<file path="src/rtl/checkout_pkg.sv">
// Shared types and UPC classification helpers for the checkout-lane controller.
package checkout_pkg;

    typedef enum logic [1:0] {
        IDLE,
        SCAN,
        ALARM,
        DONE
    } state_t;

    localparam int unsigned UPC_M = 3;
    localparam int unsigned UPC_U = 2;
    localparam int unsigned UPC_P = 1;
    localparam int unsigned UPC_C = 0;

    function automatic logic is_stolen(input logic [3:0] upc);
        return (upc[UPC_U] & ~upc[UPC_P] & ~upc[UPC_M])
             | (~upc[UPC_M] & ~upc[UPC_U] & ~upc[UPC_C]);
    endfunction

    function automatic logic is_disc(input logic [3:0] upc);
        return (upc[UPC_M] & ~upc[UPC_U]) | (upc[UPC_P] & upc[UPC_C]);
    endfunction

endpackage

</file>
<file path="src/rtl/checkout_ctrl_if.sv">
// Scanner-to-controller handshake: valid/ready plus the scanned code and security mark.
interface checkout_ctrl_if;
    logic       scan_valid;
    logic       scan_ready;
    logic [3:0] upc;
    logic       mark;

    modport master (output scan_valid, output upc, output mark, input scan_ready);
    modport slave  (input scan_valid, input upc, input mark, output scan_ready);
endinterface

</file>
<file path="src/rtl/checkout_ctrl_sat_counter.sv">
// Saturating counter with synchronous load (priority) and increment.
module sat_counter #(
    parameter int unsigned CNT_W = 8
) (
    input  logic             clk,
    input  logic             reset,
    input  logic             load,
    input  logic [CNT_W-1:0] load_val,
    input  logic             inc,
    output logic [CNT_W-1:0] count
);

    always_ff @(posedge clk) begin
        if (reset) begin
            count <= '0;
        end else if (load) begin
            count <= load_val;
        end else if (inc && (count != '1)) begin
            count <= count + CNT_W'(1);
        end
    end

endmodule

</file>
<file path="src/rtl/checkout_ctrl.sv">
// Checkout-lane sequencer: accepts scanned codes, counts items/discounts per
// transaction, and raises a held theft alarm for unmarked theft-prone items.
module checkout_ctrl
    import checkout_pkg::*;
#(
    parameter int unsigned CNT_W        = 8,
    parameter int unsigned ALARM_CYCLES = 4
) (
    input  logic             clk,
    input  logic             reset,
    checkout_ctrl_if.slave   scan,
    input  logic             checkout,
    input  logic             clear_alarm,
    output logic             alarm,
    output logic [3:0]       alarm_upc,
    output logic [CNT_W-1:0] item_count,
    output logic [CNT_W-1:0] disc_count,
    output logic             done
);

    localparam int unsigned         HOLD_W    = (ALARM_CYCLES > 1) ? $clog2(ALARM_CYCLES) : 1;
    localparam logic [HOLD_W-1:0]   HOLD_INIT = HOLD_W'(ALARM_CYCLES - 1);

    state_t            state;
    state_t            state_nxt;
    logic [HOLD_W-1:0] hold;
    logic              ready;
    logic              accept;
    logic              trig;
    logic              item_disc;
    logic              cnt_load;
    logic              item_inc;
    logic              disc_inc;

    assign ready           = (state == IDLE) || (state == SCAN);
    assign scan.scan_ready = ready;
    assign accept          = scan.scan_valid & ready;
    assign trig            = accept & is_stolen(scan.upc) & ~scan.mark;
    assign item_disc       = is_disc(scan.upc);

    always_ff @(posedge clk) begin
        if (reset) begin
            state <= IDLE;
        end else begin
            state <= state_nxt;
        end
    end

    // A same-cycle alarm trigger outranks checkout, so the alarm test comes first.
    always_comb begin
        state_nxt = state;
        cnt_load  = 1'b0;
        item_inc  = 1'b0;
        disc_inc  = 1'b0;
        case (state)
            IDLE: begin
                if (accept) begin
                    cnt_load  = 1'b1;
                    state_nxt = trig ? ALARM : SCAN;
                end
            end
            SCAN: begin
                if (accept) begin
                    item_inc = 1'b1;
                    disc_inc = item_disc;
                end
                if (trig) begin
                    state_nxt = ALARM;
                end else if (checkout) begin
                    state_nxt = DONE;
                end
            end
            ALARM: begin
                if ((hold == '0) && clear_alarm) begin
                    state_nxt = SCAN;
                end
            end
            DONE: begin
                state_nxt = IDLE;
            end
            default: begin
                state_nxt = IDLE;
            end
        endcase
    end

    always_ff @(posedge clk) begin
        if (reset) begin
            alarm     <= 1'b0;
            alarm_upc <= '0;
            done      <= 1'b0;
            hold      <= '0;
        end else begin
            alarm <= (state_nxt == ALARM);
            done  <= (state_nxt == DONE);
            if (trig) begin
                alarm_upc <= scan.upc;
                hold      <= HOLD_INIT;
            end else if ((state == ALARM) && (hold != '0)) begin
                hold <= hold - HOLD_W'(1);
            end
        end
    end

    sat_counter #(.CNT_W(CNT_W)) u_item_cnt (
        .clk      (clk),
        .reset    (reset),
        .load     (cnt_load),
        .load_val (CNT_W'(1)),
        .inc      (item_inc),
        .count    (item_count)
    );

    sat_counter #(.CNT_W(CNT_W)) u_disc_cnt (
        .clk      (clk),
        .reset    (reset),
        .load     (cnt_load),
        .load_val (CNT_W'(item_disc)),
        .inc      (disc_inc),
        .count    (disc_count)
    );

endmodule

</file>
<file path="src/flat_wrapper.sv">
// flat-port wrapper written by rule: the top's interface ports become plain ports
module checkout_ctrl_flat import checkout_pkg::*;
#(
    parameter int unsigned CNT_W        = 8,
    parameter int unsigned ALARM_CYCLES = 4
)
  (clk, reset, checkout, clear_alarm, alarm, alarm_upc, item_count, disc_count, done, scan_scan_valid, scan_upc, scan_mark, scan_scan_ready);
  checkout_ctrl_if scan_i ();
  input  logic clk;
  input  logic reset;
  input  logic checkout;
  input  logic clear_alarm;
  output logic alarm;
  output logic [3:0] alarm_upc;
  output logic [CNT_W-1:0] item_count;
  output logic [CNT_W-1:0] disc_count;
  output logic done;
  input wire logic [$bits(scan_i.scan_valid)-1:0] scan_scan_valid;
  input wire logic [$bits(scan_i.upc)-1:0] scan_upc;
  input wire logic [$bits(scan_i.mark)-1:0] scan_mark;
  output wire logic [$bits(scan_i.scan_ready)-1:0] scan_scan_ready;
  assign scan_i.scan_valid = scan_scan_valid;
  assign scan_i.upc = scan_upc;
  assign scan_i.mark = scan_mark;
  assign scan_scan_ready = scan_i.scan_ready;
  checkout_ctrl #(.CNT_W(CNT_W), .ALARM_CYCLES(ALARM_CYCLES)) u_core (.clk(clk), .reset(reset), .scan(scan_i), .checkout(checkout), .clear_alarm(clear_alarm), .alarm(alarm), .alarm_upc(alarm_upc), .item_count(item_count), .disc_count(disc_count), .done(done));
endmodule
</file>
<file path="config.mk">
export PLATFORM = sky130hd
export DESIGN_NAME = checkout_ctrl_flat
export DESIGN_NICKNAME = d
export VERILOG_FILES = /design/src/rtl/checkout_pkg.sv /design/src/rtl/checkout_ctrl_if.sv /design/src/rtl/checkout_ctrl_sat_counter.sv /design/src/rtl/checkout_ctrl.sv /design/src/flat_wrapper.sv
export SDC_FILE = /design/constraint.sdc
export NUM_CORES = 1
export LEC_CHECK = 0
export CAP_MARGIN = 20
export CORE_ASPECT_RATIO = 1.1
export CORE_MARGIN = 2
export CORE_UTILIZATION = 50
export DETAILED_ROUTE_END_ITERATION = 7
export GPL_TIMING_DRIVEN = 0
export PLACE_DENSITY = 0.81
export SYNTH_ARGS = -nofsm -noshare
export SYNTH_HDL_FRONTEND = slang
export SYNTH_SLANG_ARGS = --single-unit
</file>
<file path="constraint.sdc">
create_clock -name clk -period 4 [get_ports clk]
set_input_delay 0.8 -clock clk [delete_from_list [all_inputs] [get_ports clk]]
set_output_delay 0.8 -clock clk [all_outputs]
set_load 0.005 [all_outputs]
</file>
Word level (Yosys, flattened, before mapping):

Index checks and enable logic that the tools add are counted.

* bits in registers: 26
* latch bits: 0
* memory bits (writable): 0
* ROM bits: 0
* bits of input ports: 10
* memories: 0

* $add $sub $neg: 3
* $mul: 0
* divide/modulo/power cells: 0
* magnitude comparators: 0
* eq/ne operators: 7
* shifts and indexed selects: 0
* mux-type cells: 17
* bitwise operators: 16
* reduce and logical (&&, ||, !) cells: 12

Operator list (number)
* adder 8 x 1 -> 8 bit, second input constant: 2
* inequality test 8 bit, second input constant: 2
* two-way mux 2 bit: 7
* bitwise AND 1 bit: 9
* two-way mux 1 bit: 9
* equality test 2 bit, second input constant: 4
* case mux 2 bit (4 select lines): 1
* nonzero test 2 bit: 4
* NOT 1 bit: 5
* logical AND 1 bit: 4
* logical NOT 2 bit: 2
* equality test 2 x 1 -> 1 bit, second input constant: 1
* OR 1 bit: 2
* OR reduction 2 bit: 1
* subtractor 2 x 1 -> 2 bit, second input constant: 1
* logical OR 1 bit: 1

Logic depth before layout (Yosys ltp):

Gate-level depths: netlist of run 1.

* depth after elaboration: 10
* mapped depth: 6

Hierarchy:

Synthesis of run 1 repeated with hierarchy kept, for this count alone.

* cell total of the unflattened synthesis: 171
* area, all modules: 1452.6 µm²

Modules (own cells, without submodules)
* sat_counter: times used 2, cells each 57, area each 475.5 µm², seq. area each 160.2 µm²
* checkout_ctrl: times used 1, cells each 57, area each 501.7 µm², seq. area each 200.2 µm²

Worst setup path after synthesis of run 1:

Ideal clock, no wire load.

* kind: in2reg
* from: input port scan_upc[2]
* to: register u_core.u_disc_cnt.count[3]
* setup time: 0.066 ns
* arrival: 1.841 ns
* path slack: 2.093 ns
* cell stages on the path: 4
* path buffers: 0
* cells stage by stage: nand2b_1 a21o_4 or4_4 a21oi_2

* cells in the longest elaborated chain, start to end: 6

Ends and longest elaborated chain
* start, declared: line flat_wrapper.sv:19 `input wire logic [$bits(scan_i.upc)-1:0] scan_upc;`
* NOT 1 bit: line checkout_pkg.sv:22 `return (upc[UPC_M] & ~upc[UPC_U]) | (upc[UPC_P] & upc[UPC_C]);`
* bitwise AND 1 bit: line checkout_pkg.sv:22
* OR 1 bit: line checkout_pkg.sv:22
* two-way mux 1 bit: line checkout_ctrl.sv:63 `if (accept) begin`
* two-way mux 1 bit: line checkout_ctrl.sv:55 `case (state)`
* logical AND 1 bit: line checkout_ctrl_sat_counter.sv:18 `end else if (inc && (count != '1)) begin`
* end signal, assigned: line checkout_ctrl_sat_counter.sv:17 `count <= load_val;`
* end signal, assigned: line checkout_ctrl_sat_counter.sv:19 `count <= count + CNT_W'(1);`
* end, declared: line checkout_ctrl_sat_counter.sv:10 `output logic [CNT_W-1:0] count`

No other way between the ends.
A chain may end at the register's enable or synchronous reset.

Worst setup path after layout of run 1:

* from: input port scan_scan_valid
* to: register u_core.u_item_cnt.count[2]

* cells in the longest elaborated chain, start to end: 4
* elaborated cells between the ends (all ways): 6
* classes of those cells: mux: 3; bitwise: 1; reduce/logical: 2

Ends and longest elaborated chain
* start, declared: line flat_wrapper.sv:18 `input wire logic [$bits(scan_i.scan_valid)-1:0] scan_scan_valid;`
* bitwise AND 1 bit *: line checkout_ctrl.sv:37 `assign accept = scan.scan_valid & ready;`
* two-way mux 1 bit *: line checkout_ctrl.sv:57, checkout_ctrl.sv:63
* two-way mux 1 bit: line checkout_ctrl.sv:55
* OR reduction 2 bit (no line) / logical AND 1 bit (equally long branches)
* end signal, assigned: line checkout_ctrl_sat_counter.sv:17
* end signal, assigned: line checkout_ctrl_sat_counter.sv:19
* end, declared: line checkout_ctrl_sat_counter.sv:10

Mark *: on every way between the ends. The rest lies on a longest branch, timed or not.

==> impl_summary.log, run 1 <==
INFO  metric wire_per_inst = 13.3 µm
INFO  metric net-switching-power = 0.123 mW
INFO  metric average_footprint_of_a_synthesized_cell = 8.52 µm²
INFO  metric htree_num_levels = 1
INFO  metric yosysWarnings = 0
INFO  metric initial_utilization = 0.527
INFO  metric mappedNetlistNets = 169
INFO  metric place.gp.congestion = 0.770
INFO  metric power.density = 279 nW/µm²
INFO  metric setup_tns = 0 ps
INFO  metric dieHeight = 58.1 µm
INFO  metric post_cts_resized = 0
INFO  metric synth_adder_area_share = 0.0282
INFO  metric muxShareOfSynthArea = 0.0386
INFO  metric synth_edf_count = 0
INFO  metric timing.reg2reg.worst_path_depth = 5
INFO  metric finish.utilization = 0.684
INFO  metric power.share.clock = 0.283
INFO  metric postSynthRegisterBits = 26
INFO  metric worst_setup_hold_path_clk_slew = 140 ps
INFO  metric holdBufCountCts = 0
INFO  metric grt_use_met3 = 0.0258
INFO  metric cp_max_fanout = 10
INFO  metric antennaDiodeCount = 0
INFO  metric critical_path_required = 4220 ps
INFO  metric tritoncts = done
INFO  metric count_of_maximum_capacitance_violations = 0
INFO  metric vias_per_cell = 5.93
INFO  metric root_buffer = clkbuf_4
INFO  metric crit_slowest_cell = nor3b_1
INFO  metric ys.flop_type = dfxtp_1
INFO  metric cts_sinks = 26
INFO  metric worst_path_dominant_cell_family = simple AND/OR/NAND/NOR gates
INFO  metric final_critical_path_setup_slack = 1610 ps
INFO  metric layout.cells.most_common_list = 32 x clkdlybuf4s50_1, 26 x dfxtp_1, 14 x a21oi_1, 13 x nand2_1, 12 x nand3_1
INFO  metric ir_worst_vdd = 0.203 mV
INFO  metric die_w = 53.2 µm
INFO  metric tritoncts.num_buffers = 3
INFO  metric max_slew_headroom = 0.538
INFO  metric dpl.hpwl = 2.17 mm
INFO  metric leakagePower = 0.589 nW
INFO  metric asyncSetResetFlopFracSynth = 0
INFO  metric grt_overflow_total = 0
INFO  metric rsz_0062_raised_after_global_routing = false
INFO  metric placeable_core_region = 2520 µm²
INFO  metric grt_pass1_wl = 4.86 mm
INFO  metric timing.critical_path.slowest_cell_delay = 620 ps
INFO  metric fin_worst_hold_slack = 489 ps
INFO  metric vias = 1,323
INFO  metric timing.hold.worst.class = reg2reg
INFO  metric grt_most_used_layer = met2
INFO  metric ys_types = 44
INFO  metric postPlaceCellArea = 1690 µm²
INFO  metric synth_cells = 156
INFO  metric power_frac_comb = 0.149
INFO  metric layout-drive-gt1-share = 0.0781
INFO  metric worstSetupPathDepth = 5
INFO  metric number_of_buffers_added_for_setup_after_cts = 0
INFO  metric synth-compound-area-share = 0.189
INFO  metric antenna_found_initial = 0
INFO  metric switching_share = 0.256
INFO  metric nNetsFinal = 206
INFO  metric ios = 33
INFO  metric critical_path.cell_chain = clkdlybuf4s50_1 -> nor3b_1 -> or2_2 -> buf_2 -> nor3_1
INFO  metric use_met1 = 0.272
INFO  metric largest_net_degree_at_the_start_of_global_routing = 15
INFO  metric syn-cell-area = 1330 µm²
INFO  metric critPathArrivalTime = 2610 ps
INFO  metric worstSetupStartpointType = input pin
INFO  metric dr.pass1.iters = 4
INFO  metric p_int = 0.358 mW
INFO  metric dieArea = 3090 µm²
INFO  metric report.final.setup_viol = 0
INFO  metric hold_viol_final = 0
INFO  metric yosys.area_share.simple = 0.315
INFO  metric layout_min_cycle_time = 2390 ps
INFO  metric drcViolationCount = 0
INFO  metric rows = 19
INFO  metric tightest_slew = 692 ps
INFO  metric synth.yosys.seq_area_share = 0.392
INFO  metric final_common_cell = clkdlybuf4s50_1
INFO  metric synth-xor-area-share = 0.0132
INFO  metric seq_power_share = 0.569
INFO  metric clk-insertion-delay-late = 320 ps
INFO  metric final_cell_area = 1720 µm²
INFO  metric status = finished clean
INFO  metric largest_family_of_logic_cells_by_synthesized_area = simple AND/OR/NAND/NOR gates
INFO  metric routed_wirelength = 2.96 mm
INFO  metric final.period_utilization = 0.597
INFO  metric port_buffers = 32
INFO  metric finClkSkew = 2.12 ps
INFO  metric number_of_nets_still_failing_antenna_checks_after_routing = 0
INFO  metric drt_iter0_drc = 31
INFO  metric clock_tree.buffer_depth = 2
INFO  metric number_of_global_route_vias_before_repair = 1,153
INFO  metric timing.critical_path.to_type = flop
INFO  metric final-max-slew-violation-count = 0
INFO  metric fmax = 419 MHz
INFO  metric groute.usage.overall = 0.206
INFO  metric pre_cts_slack = 1270 ps
INFO  metric critPathKind = in2reg
INFO  metric worstPathBufferInverterCount = 2
INFO  metric gr-usage-met2 = 0.332
INFO  metric area.growth.synth_to_final = 29.8%
INFO  metric hold-path-cell-count = 2
## synth_stat cells (all sizes together), types with 2 or more instances
library cell,count,area (µm²)
inv,5,18.8
nor2b,2,12.5
and3,2,12.5
buf,2,10.0
nor3b,2,15.0
nand4,3,18.8
nor2,11,41.3
nand2b,4,25.0
nand3,12,60.1
a31oi,2,12.5
or2,2,12.5
o41ai,2,17.5
nand2,13,48.8
xnor2,2,17.5
o31ai,2,15.0
and4,2,17.5
a21oi,15,78.8
mux2i,4,40.0
dfxtp,26,521
or3,5,31.3
and2,2,12.5
nor3,6,30.0
ha,3,37.5
or4,3,26.3
o21ai,7,35.0
## state kept, by name, summed over array words and instances, names as in the netlist
register and cells:
u_core.alarm 1, u_core.alarm_upc 4, u_core.done 1, u_core.hold 2, u_core.state 2, u_core.u_disc_cnt.count 8
u_core.u_item_cnt.count 8
## power by group through the flow
stage               sequential [mW]  combinational, mW  clock [mW]
detailed placement            0.279             0.0711           0
finish                        0.274             0.0716       0.136
global placement              0.279             0.0687           0
global route                  0.275             0.0789       0.150
CTS                           0.274             0.0715       0.136
floorplan                     0.278             0.0396           0
## cells by family after synthesis
logic type | after synthesis
buffers and inverters | 8
multiplexers | 5
flip-flops | 26
AND/OR/NAND/NOR | 74
adder cells (fa/ha/maj) | 3
AO/OA/AOI/OAI | 38
XOR/XNOR | 2
## worst register-to-register path, cell delays in order (launching register included)
cell and delay, ps:
dfxtp_1 320, buf_2 160, nor3b_1 590, or2_2 240, buf_2 250, nor3_1 90
## final timing paths
path	start	end	slack [ps]
hold / removal	u_core.alarm_upc[0]$_SDFFE_PP0P_	u_core.alarm_upc[0]$_SDFFE_PP0P_	490
setup reg to reg	u_core.state[1]$_SDFF_PP0_	u_core.u_item_cnt.count[2]$_SDFFE_PP0P_	2250
setup / recovery	scan_scan_valid	u_core.u_item_cnt.count[2]$_SDFFE_PP0P_	1610
hold reg to reg	u_core.alarm_upc[0]$_SDFFE_PP0P_	u_core.alarm_upc[0]$_SDFFE_PP0P_	490
## stage by stage
step           std cells  power [mW]
6_report             223       0.482
5_1_grt              223       0.503
3_3_place_gp         219       0.348
3_5_place_dp         219       0.350
2_1_floorplan        156       0.318
4_1_cts              223       0.482
## cell type report
type	instances	area, µm²
fillers	235	796
multi-input cells	122	776
flip-flops and latches	26	520
repair buffers	32	320
well taps	31	38.8
clock buffers	4	36.3
inverters	5	18.8
plain buffers	3	13.8
## metal layers
layer / up-vias / wire length, µm / part of all wire
li1: 658 / - / -
met1: 617 / 1360 / 0.46
met2: 42 / 1410 / 0.48
met3: 6 / 132 / 0.045
met4: 0 / 48 / 0.016
met5: - / 0 / 0
(Power assumes the default switching activity.)
==> run 2, diff against run 1 <==
--- a/config.mk
+++ b/config.mk
@@ -8,10 +8,10 @@
 export CAP_MARGIN = 20
 export CORE_ASPECT_RATIO = 1.1
 export CORE_MARGIN = 2
-export CORE_UTILIZATION = 50
+export CORE_UTILIZATION = 43
 export DETAILED_ROUTE_END_ITERATION = 7
 export GPL_TIMING_DRIVEN = 0
-export PLACE_DENSITY = 0.81
+export PLACE_DENSITY = 0.74
 export SYNTH_ARGS = -nofsm -noshare
 export SYNTH_HDL_FRONTEND = slang
 export SYNTH_SLANG_ARGS = --single-unit
==> constraint.sdc (replaced) <==
create_clock -name clk -period 2.1 [get_ports clk]
set_input_delay 0.42 -clock clk [delete_from_list [all_inputs] [get_ports clk]]
set_output_delay 0.42 -clock clk [all_outputs]
set_load 0.005 [all_outputs]
==> run 2 against run 1 <==
Against the previous run: non-clock buffer count did not move; clock-buffer cell count did not move; largest cell class unchanged; routed wire length fell by 2.1%; highest routed layer unchanged.
==> impl_summary.log, run 2 (synthesized netlist as in run 1, its figures left out) <==
INFO  metric dr.pass1.iters = 4
INFO  metric number_of_buffers_added_for_setup_after_cts = 0
INFO  metric final-max-slew-violation-count = 0
INFO  metric area.growth.synth_to_final = 30.0%
INFO  metric rsz_0062_raised_after_global_routing = false
INFO  metric pre_cts_slack = -183 ps
INFO  metric initial_utilization = 0.444
INFO  metric largest_net_degree_at_the_start_of_global_routing = 15
INFO  metric vias_per_cell = 5.64
INFO  metric critical_path.reg2reg.startpoint = u_core.state[1]$_SDFF_PP0_
INFO  metric tightest_slew = 635 ps
INFO  metric hold_viol_final = 0
INFO  metric number_of_nets_still_failing_antenna_checks_after_routing = 0
INFO  metric nNetsFinal = 206
INFO  metric layout-drive-gt1-share = 0.0781
INFO  metric place.gp.congestion = 0.817
INFO  metric timing.hold.worst.class = reg2reg
INFO  metric antenna_found_initial = 0
INFO  metric layout_min_cycle_time = 1950 ps
INFO  metric dieArea = 3550 µm²
INFO  metric fin_worst_hold_slack = 492 ps
INFO  metric vias = 1,275
INFO  metric cp-startpoint = scan_scan_valid
INFO  metric crit_slowest_cell = clkdlybuf4s50_1
INFO  metric number_of_global_route_vias_before_repair = 1,222
INFO  metric report.final.setup_viol = 0
INFO  metric critical_path_required = 2300 ps
INFO  metric status = finished clean
INFO  metric count_of_maximum_capacitance_violations = 0
INFO  metric timing.rr.end = u_core.u_disc_cnt.count[7]$_SDFFE_PP0P_
INFO  metric dieHeight = 62.3 µm
INFO  metric tritoncts.num_buffers = 3
INFO  metric min_delay_worst_endpoint = u_core.alarm_upc[1]$_SDFFE_PP0P_
INFO  metric dpl.hpwl = 2.29 mm
INFO  metric ios = 33
INFO  metric timing.critical_path.to_type = flop
INFO  metric critPathKind = in2reg
INFO  metric setup_tns = 0 ps
INFO  metric drcViolationCount = 0
INFO  metric clk-insertion-delay-late = 310 ps
INFO  metric post_cts_resized = 0
INFO  metric ir_worst_vdd = 0.308 mV
INFO  metric layout.cells.most_common_list = 32 x clkdlybuf4s50_1, 26 x dfxtp_1, 14 x a21oi_1, 13 x nand2_1, 12 x nand3_1
INFO  metric reg2reg_slack = 440 ps
INFO  metric critPathArrivalTime = 2140 ps
INFO  metric placeable_core_region = 3000 µm²
INFO  metric hold_start = u_core.alarm_upc[1]$_SDFFE_PP0P_
INFO  metric clock_tree.buffer_depth = 2
INFO  metric tritoncts = done
INFO  metric timing.critical_path.slowest_cell_delay = 620 ps
INFO  metric antennaDiodeCount = 0
INFO  metric cts_sinks = 26
INFO  metric timing.reg2reg.worst_path_depth = 5
INFO  metric p_total = 0.899 mW
INFO  metric top_regs = u_core.u_disc_cnt.count (8), u_core.u_item_cnt.count (8), u_core.alarm_upc (4)
INFO  metric critical_path.cell_chain = clkdlybuf4s50_1 -> nor3b_1 -> or2_2 -> buf_2 -> a21oi_1
INFO  metric port_buffers = 32
INFO  metric leakagePower = 0.589 nW
INFO  metric die_w = 57 µm
INFO  metric max_slew_headroom = 0.576
INFO  metric final_critical_path_setup_slack = 154 ps
INFO  metric rows = 21
INFO  metric root_buffer = clkbuf_4
INFO  metric wire_per_inst = 12.8 µm
INFO  metric worst_setup_hold_path_clk_slew = 130 ps
INFO  metric drt_iter0_drc = 21
INFO  metric cp_max_fanout = 10
INFO  metric grt_overflow_total = 0
INFO  metric hold-path-cell-count = 2
INFO  metric holdBufCountCts = 0
INFO  metric routed_wirelength = 2.89 mm
INFO  metric final_common_cell = clkdlybuf4s50_1
INFO  metric grt_pass1_wl = 4.97 mm
INFO  metric fmax = 514 MHz
INFO  metric finClkSkew = 6.05 ps
INFO  metric final.period_utilization = 0.927
INFO  metric power.density = 520 nW/µm²
INFO  metric worstSetupStartpointType = input pin
INFO  metric groute.usage.overall = 0.168
INFO  metric htree_num_levels = 1
## run 2: stage by stage
step                instance area [µm²]  instances  utilization
floorplan                          1330        156            -
global placement                   1690        222        0.565
detailed placement                 1690        222        0.565
CTS                                1730        226        0.577
global route                       1730        226        0.577
finish                             1730        226        0.577
## run 2: worst max path at each step
stage | to | cells after the start
detailed placement | u_core.u_item_cnt.count[2]$_SDFFE_PP0P_ | 5
global placement | u_core.u_item_cnt.count[2]$_SDFFE_PP0P_ | 5
global route | u_core.u_item_cnt.count[2]$_SDFFE_PP0P_ | 5
floorplan | u_core.u_disc_cnt.count[3]$_SDFFE_PP0P_ | 4
finish | u_core.u_disc_cnt.count[7]$_SDFFE_PP0P_ | 5
CTS | u_core.u_item_cnt.count[2]$_SDFFE_PP0P_ | 5
## run 2: worst max-delay path: cells and delay by family
family | cells | cell delay [ps]
AO/OA/AOI/OAI | 1 | 70
buffers and inverters | 2 | 850
AND/OR/NAND/NOR | 2 | 810
## run 2: layout make-up
type / instances / area [µm²]
Fill cell: 312 / 1270
Multi-Input combinational cell: 122 / 776
Sequential cell: 26 / 520
Timing Repair Buffer: 32 / 320
Tap cell: 34 / 42.5
Clock buffer: 4 / 36.3
Inverter: 5 / 18.8
Buffer: 3 / 13.8
## run 2: layer usage
metal  routed length [µm]  share of wire  up-vias  GRT usage
li1                     -              -      662          -
met1                 1300           0.45      589      0.196
met2                 1490           0.51       22      0.312
met3                   90          0.031        2     0.0208
met4                   15         0.0052        0     0.0523
met5                    0              0        -          0
## run 2: power by group
part	leakage, nW	switching, mW	total (mW)	internal [mW]
Combinational	0.358	0.0651	0.134	0.0687
Sequential	0.211	0.0142	0.521	0.507
Clock	0.0210	0.138	0.244	0.106
Total	0.589	0.217	0.899	0.682
==> run 3, diff against run 2 <==
--- a/config.mk
+++ b/config.mk
@@ -5,9 +5,10 @@
 export SDC_FILE = /design/constraint.sdc
 export NUM_CORES = 1
 export LEC_CHECK = 0
+export ABC_CLOCK_PERIOD_IN_PS = 2100
 export CAP_MARGIN = 20
 export CORE_ASPECT_RATIO = 1.1
-export CORE_MARGIN = 2
+export CORE_MARGIN = 4
 export CORE_UTILIZATION = 43
 export DETAILED_ROUTE_END_ITERATION = 7
 export GPL_TIMING_DRIVEN = 0
==> run 3 against run 2 <==
Against the previous run: die area up 14%; sequential power about the same; global-route usage up 0.57 points; largest power group unchanged; highest routed layer unchanged.
==> impl_summary.log, run 3 (synthesized netlist as in run 1, its figures left out) <==
INFO  metric status = finished clean
INFO  metric crit_slowest_cell = or4b_2
INFO  metric report.final.setup_viol = 0
INFO  metric final_common_cell = clkdlybuf4s50_1
INFO  metric final-max-slew-violation-count = 0
INFO  metric setup_tns = 0 ps
INFO  metric tritoncts.num_buffers = 3
INFO  metric layout-drive-gt1-share = 0.0838
INFO  metric finish.utilization = 0.604
INFO  metric antenna_found_initial = 0
INFO  metric dr.pass1.iters = 4
INFO  metric timing.hold.worst.class = reg2reg
INFO  metric drcViolationCount = 0
INFO  metric root_buffer = clkbuf_4
INFO  metric clk-insertion-delay-late = 320 ps
INFO  metric power.density = 506 nW/µm²
INFO  metric pre_cts_slack = -300 ps
INFO  metric critical_path.cell_chain = clkdlybuf4s50_1 -> or4b_2 -> nor3_1 -> o21ai_0 -> a21oi_1
INFO  metric grt_pass1_wl = 5.44 mm
INFO  metric timing.critical_path.slowest_cell_delay = 660 ps
INFO  metric area.growth.synth_to_final = 29.8%
INFO  metric rows = 20
INFO  metric worst_path_dominant_cell_family = simple AND/OR/NAND/NOR gates
INFO  metric critical_path_required = 2360 ps
INFO  metric dieHeight = 66.3 µm
INFO  metric count_of_maximum_capacitance_violations = 0
INFO  metric die_w = 61 µm
INFO  metric number_of_nets_still_failing_antenna_checks_after_routing = 0
INFO  metric largest_net_degree_at_the_start_of_global_routing = 14
INFO  metric vias = 1,269
INFO  metric port_buffers = 32
INFO  metric fmax = 535 MHz
INFO  metric dpl.hpwl = 2.30 mm
INFO  metric leakagePower = 0.587 nW
INFO  metric htree_num_levels = 1
INFO  metric final_cell_area = 1720 µm²
INFO  metric tritoncts = done
INFO  metric layout_min_cycle_time = 1870 ps
INFO  metric groute.usage.overall = 0.174
INFO  metric ios = 33
INFO  metric dieArea = 4040 µm²
INFO  metric finClkSkew = 2.79 ps
INFO  metric ir_worst_vdd = 0.403 mV
INFO  metric critPathArrivalTime = 2130 ps
INFO  metric placeable_core_region = 2850 µm²
INFO  metric dp.cells = 221
INFO  metric timing.critical_path.to_type = flop
INFO  metric met3_length = 130 µm
INFO  metric top_regs = u_core.u_disc_cnt.count (8), u_core.u_item_cnt.count (8), u_core.alarm_upc (4)
INFO  metric initial_utilization = 0.466
INFO  metric clock_tree.buffer_depth = 2
INFO  metric place.gp.congestion = 0.840
INFO  metric layout.cells.most_common_list = 32 x clkdlybuf4s50_1, 26 x dfxtp_1, 14 x a21oi_1, 13 x nand2_1, 12 x nand3_1
INFO  metric non_filler_instance_count_after_layout = 224
INFO  metric antennaDiodeCount = 0
INFO  metric met1_length = 1.47 mm
INFO  metric rsz_0062_raised_after_global_routing = false
INFO  metric critPathKind = in2reg
INFO  metric worstPathBufferInverterCount = 1
INFO  metric p_total = 0.873 mW
INFO  metric tightest_slew = 464 ps
INFO  metric drt_iter0_drc = 56
INFO  metric grt_overflow_total = 0
INFO  metric cp_max_fanout = 7
INFO  metric holdBufCountCts = 0
INFO  metric nNetsFinal = 206
INFO  metric final_critical_path_setup_slack = 231 ps
INFO  metric vias_per_cell = 5.67
INFO  metric cts_sinks = 26
INFO  metric routed_wirelength = 3.14 mm
INFO  metric top_layer_used = met4
INFO  metric max_slew_headroom = 0.689
INFO  metric worstSetupStartpointType = input pin
INFO  metric routed-wl-met2 = 1.50 mm
INFO  metric final.period_utilization = 0.890
INFO  metric worst_setup_hold_path_clk_slew = 140 ps
INFO  metric hold_viol_final = 0
INFO  metric wire_per_inst = 14.0 µm
INFO  metric fin_worst_hold_slack = 489 ps
INFO  metric postPlaceCellArea = 1690 µm²
INFO  metric number_of_global_route_vias_before_repair = 1,251
==> run 3: cell types whose count changed in the layout (fill, tap and decap cells not counted) <==
cell | before | now
nor4b_2 | 0 | 1
clkbuf_8 | 1 | 0
nor3b_1 | 2 | 1
nor3b_2 | 0 | 1
nor4b_1 | 1 | 0
==> run 3: area by class of cell <==
class	count	area (µm²)
Multi-Input combinational cell	122	787
Clock buffer	3	22.5
Buffer	3	13.8
Fill cell	270	1130
Sequential cell	26	520
Inverter	5	18.8
Timing Repair Buffer	32	320
Tap cell	33	41.3
==> run 3: what timing repair did <==
item / in CTS / in global routing
setup endpoints to repair: 0 / 10
gates resized for setup: 0 / 2
hold endpoints to repair: 0 / 0
setup buffers: 0 / 0
==> run 3: power breakdown <==
| group | internal (mW) | leakage (nW) | switching [mW] | total [mW] |
|---|---|---|---|---|
| sequential | 0.507 | 0.211 | 0.0151 | 0.522 |
| clock | 0.0672 | 0.0138 | 0.144 | 0.211 |
| combinational | 0.0704 | 0.362 | 0.0692 | 0.140 |
==> run 3: worst reg2reg max path, stage by stage (launching register included) <==
cell and delay [ps]:
dfxtp_1 540, nand3b_4 170, a21o_4 250, or4_4 510
a21oi_2 130
==> run 3: worst paths after layout <==
path	startpoint	depth (start not counted)	slack, ps	endpoint
max	scan_scan_valid	5	230	u_core.alarm_upc[1]$_SDFFE_PP0P_
min	u_core.alarm_upc[3]$_SDFFE_PP0P_	1	490	u_core.alarm_upc[3]$_SDFFE_PP0P_
max reg2reg	u_core.state[0]$_SDFF_PP0_	4	450	u_core.u_disc_cnt.count[3]$_SDFFE_PP0P_
min reg2reg	u_core.alarm_upc[3]$_SDFFE_PP0P_	1	490	u_core.alarm_upc[3]$_SDFFE_PP0P_
==> run 3: layer usage <==
layer | up-vias | global-route usage
li1 | 651 | -
met1 | 590 | 0.212
met2 | 24 | 0.294
met3 | 4 | 0.0332
met4 | 0 | 0.0678
met5 | - | 0
